==> config.mk <==
export PLATFORM = sky130hd
export DESIGN_NAME = mem_flat
export DESIGN_NICKNAME = d
export VERILOG_FILES = /design/src/rtl/mem_if.sv /design/src/rtl/mem.sv /design/src/flat_wrapper.sv
export SDC_FILE = /design/constraint.sdc
export NUM_CORES = 1
export LEC_CHECK = 0
export ABC_AREA = 1
export ABC_CLOCK_PERIOD_IN_PS = 6280
export BUFFER_PORTS_ARGS = -buffer_cell sky130_fd_sc_hd__buf_4
export CAP_MARGIN = 10
export CORE_MARGIN = 4
export CORE_UTILIZATION = 57
export CTS_BUF_LIST = sky130_fd_sc_hd__clkbuf_4
export CTS_CLUSTER_SIZE = 10
export DETAILED_ROUTE_END_ITERATION = 16
export HOLD_SLACK_MARGIN = 0.03
export PLACE_DENSITY_LB_ADDON = 0.2
export SYNTH_ARGS = -nofsm -noshare
export SYNTH_HDL_FRONTEND = slang
export SYNTH_SLANG_ARGS = --single-unit
==> constraint.sdc <==
create_clock -name clk -period 6.28 [get_ports clk]
set_input_delay 0.628 -clock clk [delete_from_list [all_inputs] [get_ports clk]]
set_output_delay 0.628 -clock clk [all_outputs]
set_load 0.01 [all_outputs]
==> src/rtl/mem_if.sv <==
// Byte-serial memory port between the memory-access stage and the memory.
//   mem_a    : byte address of the current beat (0 when no beat is issued)
//   mem_dout : write byte (0 unless a store beat is issued)
//   mem_wr   : write strobe
//   mem_din  : read byte, valid the cycle after its address
//   gnt      : the memory grants the port this cycle
// master = pipeline stage, slave = memory.
interface mem_if;
  logic [31:0] mem_a;
  logic [7:0]  mem_dout;
  logic        mem_wr;
  logic [7:0]  mem_din;
  logic        gnt;

  modport master (input gnt, mem_din, output mem_a, mem_dout, mem_wr);
  modport slave  (output gnt, mem_din, input mem_a, mem_dout, mem_wr);
endinterface

==> src/rtl/mem.sv <==
// Memory-access stage of the five-stage pipeline.
// Takes the execute result, write-back target and a 5-bit memory request,
// performs loads/stores as byte beats on an 8-bit port, stalls upstream while
// a transfer is in flight and presents a registered result to write-back.
// Ports:
//   clk, rst        : clock, asynchronous active-high reset
//   res             : execute result / byte address for load/store
//   wa, we          : write-back register address and enable
//   e               : {enable, length-1[1:0], store, zero-extend}
//   n               : store data (low bytes used)
//   bus             : byte-serial memory port (master side)
//   stall_req       : freeze execute/memory latch and upstream stages
//   res_o/wa_o/we_o : registered write-back data, address, enable
module mem (
  input  logic        clk,
  input  logic        rst,
  input  logic [31:0] res,
  input  logic [4:0]  wa,
  input  logic        we,
  input  logic [4:0]  e,
  input  logic [31:0] n,
  mem_if.master       bus,
  output logic        stall_req,
  output logic [31:0] res_o,
  output logic [4:0]  wa_o,
  output logic        we_o
);

  typedef enum logic [1:0] {S_IDLE, S_BUSY, S_WAIT, S_DONE} state_t;

  state_t      state_reg;
  logic [31:0] addr_reg;
  logic [31:0] data_reg;
  logic [1:0]  len_reg;
  logic        store_reg;
  logic        zext_reg;
  logic [4:0]  wa_reg;
  logic        we_reg;
  // Two bits suffice: after the last beat of a word it wraps to 0, and the
  // capture lane (i-1) still resolves to lane 3.
  logic [1:0]  i_reg;
  logic [31:0] buf_reg;
  logic        rd_pend_reg;   // a read address was issued last cycle

  logic        beat;
  logic [1:0]  cap_idx;
  logic [7:0]  data_bytes [4];
  logic [31:0] buf_next;
  logic [31:0] ext;

  assign beat    = (state_reg == S_BUSY) && bus.gnt;
  assign cap_idx = i_reg - 2'd1;

  // Byte lanes: store-data slicing and load-buffer capture.
  for (genvar gi = 0; gi < 4; gi++) begin : g_lane
    assign data_bytes[gi]     = data_reg[8*gi +: 8];
    assign buf_next[8*gi +: 8] = (rd_pend_reg && (cap_idx == 2'(gi))) ? bus.mem_din
                                                                       : buf_reg[8*gi +: 8];
  end

  // mem_a keeps pointing at the pending beat while the grant is withheld.
  assign bus.mem_a    = (state_reg == S_BUSY) ? addr_reg + {30'd0, i_reg} : 32'd0;
  assign bus.mem_wr   = beat && store_reg;
  assign bus.mem_dout = (beat && store_reg) ? data_bytes[i_reg] : 8'd0;

  // rst gating keeps stall low even while a request is presented during reset.
  assign stall_req = ~rst && (((state_reg == S_IDLE) && e[4]) ||
                              (state_reg == S_BUSY) || (state_reg == S_WAIT));

  always_comb begin
    ext = buf_reg;
    case (len_reg)
      2'd0:    ext = {{24{~zext_reg & buf_reg[7]}}, buf_reg[7:0]};
      2'd1:    ext = {{16{~zext_reg & buf_reg[15]}}, buf_reg[15:0]};
      2'd2:    ext = {8'd0, buf_reg[23:0]};
      default: ext = buf_reg;
    endcase
  end

  always_ff @(posedge clk or posedge rst) begin
    if (rst) begin
      state_reg   <= S_IDLE;
      addr_reg    <= '0;
      data_reg    <= '0;
      len_reg     <= '0;
      store_reg   <= 1'b0;
      zext_reg    <= 1'b0;
      wa_reg      <= '0;
      we_reg      <= 1'b0;
      i_reg       <= '0;
      buf_reg     <= '0;
      rd_pend_reg <= 1'b0;
      res_o       <= '0;
      wa_o        <= '0;
      we_o        <= 1'b0;
    end else begin
      case (state_reg)
        S_IDLE: begin
          if (e[4]) begin
            addr_reg    <= res;
            data_reg    <= n;
            len_reg     <= e[3:2];
            store_reg   <= e[1];
            zext_reg    <= e[0];
            wa_reg      <= wa;
            we_reg      <= we;
            i_reg       <= '0;
            buf_reg     <= '0;
            rd_pend_reg <= 1'b0;
            we_o        <= 1'b0;
            state_reg   <= S_BUSY;
          end else begin
            res_o <= res;
            wa_o  <= wa;
            we_o  <= we;
          end
        end
        S_BUSY: begin
          // Capture of the previous read happens regardless of this cycle's grant.
          buf_reg     <= buf_next;
          rd_pend_reg <= beat && !store_reg;
          if (beat) begin
            i_reg <= i_reg + 2'd1;
            if (i_reg == len_reg)
              state_reg <= store_reg ? S_DONE : S_WAIT;
          end
        end
        S_WAIT: begin
          buf_reg     <= buf_next;
          rd_pend_reg <= 1'b0;
          state_reg   <= S_DONE;
        end
        default: begin
          res_o     <= store_reg ? addr_reg : ext;
          wa_o      <= wa_reg;
          we_o      <= we_reg & ~store_reg;
          state_reg <= S_IDLE;
        end
      endcase
    end
  end

endmodule

==> src/flat_wrapper.sv <==
// flat-port wrapper written by rule: the top's interface ports become plain ports
module mem_flat 
  (clk, rst, res, wa, we, e, n, stall_req, res_o, wa_o, we_o, bus_gnt, bus_mem_din, bus_mem_a, bus_mem_dout, bus_mem_wr);
  mem_if bus_i ();
  input  logic clk;
  input  logic rst;
  input  logic [31:0] res;
  input  logic [4:0] wa;
  input  logic we;
  input  logic [4:0] e;
  input  logic [31:0] n;
  output logic stall_req;
  output logic [31:0] res_o;
  output logic [4:0] wa_o;
  output logic we_o;
  input wire logic [$bits(bus_i.gnt)-1:0] bus_gnt;
  input wire logic [$bits(bus_i.mem_din)-1:0] bus_mem_din;
  output wire logic [$bits(bus_i.mem_a)-1:0] bus_mem_a;
  output wire logic [$bits(bus_i.mem_dout)-1:0] bus_mem_dout;
  output wire logic [$bits(bus_i.mem_wr)-1:0] bus_mem_wr;
  assign bus_i.gnt = bus_gnt;
  assign bus_i.mem_din = bus_mem_din;
  assign bus_mem_a = bus_i.mem_a;
  assign bus_mem_dout = bus_i.mem_dout;
  assign bus_mem_wr = bus_i.mem_wr;
  mem u_core (.clk(clk), .rst(rst), .res(res), .wa(wa), .we(we), .e(e), .n(n), .bus(bus_i), .stall_req(stall_req), .res_o(res_o), .wa_o(wa_o), .we_o(we_o));
endmodule
# == Word level (Yosys, flattened, before mapping) ==
# Index checks and enable logic that the tools add are counted.
# totals
inputBits,86
register_bits,149
output_inout_bits,80
# classes
muxes,29
n_addsub,3
n_lt_le_gt_ge,1
n_bitwise,8
reduce_logical,28
n_eq_ne,16
# op_table
op,n
two-way mux 32 bit,4
one-hot mux 32 bit (2 select lines),2
one-hot mux 32 bit (3 select lines),1
two-way mux 8 bit,7
adder 32 x 2 -> 32 bit,1
AND reduction 3 bit,6
binary-select mux 8 bit (select 2 bit),1
two-way mux 2 bit,5
"inequality test 2 x 1 -> 1 bit, second input constant",5
one-hot mux 5 bit (2 select lines),1
logical AND 1 bit,9
"equality test 2 bit, second input constant",4
"equality test 2 x 1 -> 1 bit, second input constant",3
zero test 2 bit,3
"inequality test 2 bit, second input constant",3
one-hot mux 2 bit (3 select lines),1
AND reduction 2 bit,3
two-way mux 5 bit,1
NOT 1 bit,4
one-hot mux 2 bit (2 select lines),1
nonzero test 2 bit,2
bitwise AND 1 bit,3
"greater-or-equal comparator 3 bit, second input constant",1
two-way mux 1 bit,3
10 further kinds,11

# == Longest topological paths before layout ==
# logic_depth
depth_word,5
mapped_depth,11

# == Worst setup path before layout ==
# OpenSTA, ideal clock, no wires.
# synth_timing
path_type,flip-flop to output port
start,register u_core.i_reg[0]
end,output bus_mem_a[16]
path_stages_with_launch,8
arrival_time_ns,1.689
setup_slack_ns,3.963
path_cell_list,dfrtp_1 > ha_1 > fa_1 > nand2_1 > nor2_1 > nand2_2 > nor3_1 > nor3_1
# synth_between
elab_chain_cells,2
# synth_lines
item,line_no,source
from (decl),mem.sv:41,logic [1:0] i_reg;
from (signal assigned),mem.sv:123,i_reg <= i_reg + 2'd1;
adder 32 x 2 -> 32 bit,mem.sv:62,"assign bus.mem_a = (state_reg == S_BUSY) ? addr_reg + {30'd0, i_reg} : 32'd0;"
two-way mux 32 bit,mem.sv:62,
to (decl),flat_wrapper.sv:18,output wire logic [$bits(bus_i.mem_a)-1:0] bus_mem_a;
# No other way between the ends.

# == Worst setup path after layout ==
# layout_timing
start,register u_core.i_reg[0]
end,output bus_mem_a[20]
# Same word-level chain as after synthesis.

==> flow_summary.toml <==
[critical_path]
cpMostUsedCell = "nand2_1"
cp_max_fo = 20
worst-setup-path-type = "reg2out"
crit_required_ns = 5.65
cp_slowest_cell = "dfrtp_1"
slowest_delay_ns = 0.80
crit_chain = "ha_1, fa_1, nand2_1, nor2_1, nand2_2, nor2_4, nand3_2, nand2_1, nand2_1, nor2_1, buf_4"
start_kind = "flop"
end_kind = "primary output"
r2r_start = "u_core.state_reg[0]$_DFFE_PP0P_"
rr_endpoint = "u_core.wa_o[4]$_DFFE_PP0P_"
ff2ff_setup_slack_ns = 3.60
r2r_cells = 7
worstPathArrival_ns = 2.98

[timing]
rsz0062_at_grt = "no"
tns_ns = 0
max_freq_ghz = 0.277
final-setup-viol-count = 0
relSlewSlack_pct = 35.6
tightestPinTransition_ns = 0.966
fin_crit_ns = 3.61
timing.final.crit_share_pct = 57.4
fin_skew_ns = 0.0178
maxSlewViolCount = 0
hold_viol = 0

[route]
dr.first_iter.drc_count = 704
first_pass_iters = 8
num_vias = 7489
routedWlPerCell_um = 17.4
via_per_inst = 5.54
drc_errors = 0
wl_um = 23500
drtAntennaViolNets = 0

[logic_synthesis]
syn_inst = 1025
synth-simple-area-share_pct = 24.8
synth_area_sq_mm = 0.00791
synth_xor_area_share_pct = 0.332
synth_area_leaders = "dfrtp_1 47%, nand2_1 12%, a21oi_1 9.6%"
yosysSeqAreaShare_pct = 47.2
synth_top_area_share_pct = 47.2
synth_seq_cells = 149
syn-num-nets = 1123
ys_types = 32
yosys_warnings = 0
synth_fa_ha_area_share_pct = 1.99
syn_avg_cell_area_sq_um = 7.71
synth_top_family_by_area = "simple AND/OR/NAND/NOR gates"
synth_compound_area_share_pct = 14.9
yosys.area.top_type = "dfrtp_1"
muxShareOfSynthArea_pct = 4.70

[global_routing]
grt_pass1_vias = 6967
grt_max_degree = 97
grt_pass1_wl_um = 37100
grt_usage_pct = 29.9
antenna_found_initial = 0
globalRouteOverflowTotal = 0

[power]
power_leakage_nw = 4.66
vdd_drop_max_uv = 478
p_per_area_mw_per_mm2 = 559

[clock_tree]
clkTransAtPathRegs_ns = 0.13
clock-sinks = 149
cts_root_buf = "clkbuf_4"
post-cts-setup-buffers = 0
hold_buffers = 0
cts_buffer_depth = 2
cts_buffers = 17
htreeDepth = 4
cts_tree = "built"
clk_latency_ns = 0.55
cts_resized = 0

[final_layout]
antenna_cells = 0
syn2layout_area_growth_pct = 19.5
drive_gt1_share_pct = 22.8
layoutNonFillerInstCount = 1353
final_cell_mix = "257 x nand2_1, 170 x buf_4, 165 x nor2_1, 151 x a21oi_1, 149 x dfrtp_1"
stdcell_area_sq_mm = 0.00945
nNetsFinal = 1263
layout_commonest_cell = "nand2_1"

[place]
io_buffers = 165
dpl.cell_count = 1322
dpl.hpwl_um = 17400
gp_congestion = 0.935
placed_area_sq_mm = 0.00918

[die]
core_region_area_sq_mm = 0.0134
start_util_pct = 59.0
rows = 42
dieArea_sq_mm = 0.0158
num_io_pins = 166
die_h_um = 126
die_w_um = 126

[job]
max_cap_violations = 0

[hold_path]
hold_class = "in2async"

[outcome]
status = "finished clean"
metal layers:
| layer | global-route usage [%] | vias to the layer above | share of wire [%] | wire (um) |
|---|---|---|---|---|
| met4 | 6.44 | 0 | 1.6 | 373 |
| met2 | 46.3 | 362 | 46 | 10800 |
| met3 | 7.28 | 29 | 9.4 | 2210 |
| li1 | - | 3600 | - | - |
| met5 | 0 | - | 0 | 0 |
| met1 | 43.3 | 3498 | 43 | 10100 |
how the worst max path moves through the flow:
stage                     cells after the start                         from  slack [ns]                        endpoint
after floorplan                               1                          rst        1.64  u_core.addr_reg[0]$_DFFE_PP0P_
after global placement                       11  u_core.i_reg[0]$_DFFE_PP0P_        3.38                   bus_mem_a[20]
after detailed placement                     11  u_core.i_reg[0]$_DFFE_PP0P_        3.33                   bus_mem_a[20]
after CTS                                    11  u_core.i_reg[0]$_DFFE_PP0P_        2.70                   bus_mem_a[20]
after global routing                         11  u_core.i_reg[0]$_DFFE_PP0P_        2.41                   bus_mem_a[20]
final                                        11  u_core.i_reg[0]$_DFFE_PP0P_        2.67                   bus_mem_a[20]
worst max-delay path: cells and delay by family, from the launching register on:
kind | cells | cell delay [ns]
and+or+nand+nor | 8 | 0.85
buffers and inverters | 1 | 0.13
adders and majority gates | 2 | 0.62
DFF | 1 | 0.80
cell usage after synthesis:
| cell | number |
|---|---|
| a21oi_1 | 151 |
| a21oi_2 | 1 |
| a31oi_1 | 8 |
| buf_1 | 3 |
| buf_2 | 25 |
| buf_4 | 3 |
| buf_6 | 1 |
| clkbuf_1 | 17 |
| clkinv_1 | 1 |
| dfrtp_1 | 149 |
| fa_1 | 1 |
| ha_1 | 11 |
| inv_1 | 63 |
| inv_2 | 4 |
| mux2_2 | 33 |
| nand2_1 | 257 |
| nand2_2 | 12 |
| nand2_4 | 1 |
| nand3_1 | 17 |
| nand3_2 | 2 |
| nand4_1 | 3 |
| nor2_1 | 165 |
| nor2_2 | 6 |
| nor2_4 | 4 |
| nor3_1 | 16 |
| o211ai_1 | 1 |
| o21ai_0 | 58 |
| o21ai_1 | 6 |
| o21ai_2 | 1 |
| o21ai_4 | 1 |
| o31ai_1 | 1 |
| xor2_1 | 3 |
power breakdown:
| group | leakage [nW] | switching (mW) | internal (mW) |
|---|---|---|---|
| clock network | 0.145 | 0.346 | 0.243 |
| registers | 1.74 | 0.354 | 1.42 |
| logic | 2.77 | 1.86 | 1.06 |
| total | 4.66 | 2.56 | 2.72 |
stage by stage:
stage               hold slack (ns)  util (%)  setup WS [ns]  power [mW]
finish                        0.246      70.5           2.67        5.28
detailed placement            0.475      68.5           3.33        4.68
global placement              0.466      68.5           3.38        4.60
floorplan                     0.453         -           1.64        3.68
CTS                           0.270      70.5           2.70        5.27
global route                  0.260      70.5           2.41        5.73
kinds of logic after synthesis:
kind of cell	count (synthesis)
fa+ha+maj	12
buf+inv	117
simple gates	483
mux	33
compound gates	228
flops	149
xor+xnor	3
layout make-up:
cell class                 instances  area, sq um
clock buffer                      19          143
clock inverter                    12          133
fill                            1143         3950
inverter                          68          260
multi-input combinational        759         3690
sequential                       149         3730
tap                              176          220
timing repair buffer             170         1280
No activity file was read; power rests on OpenSTA's default activity.
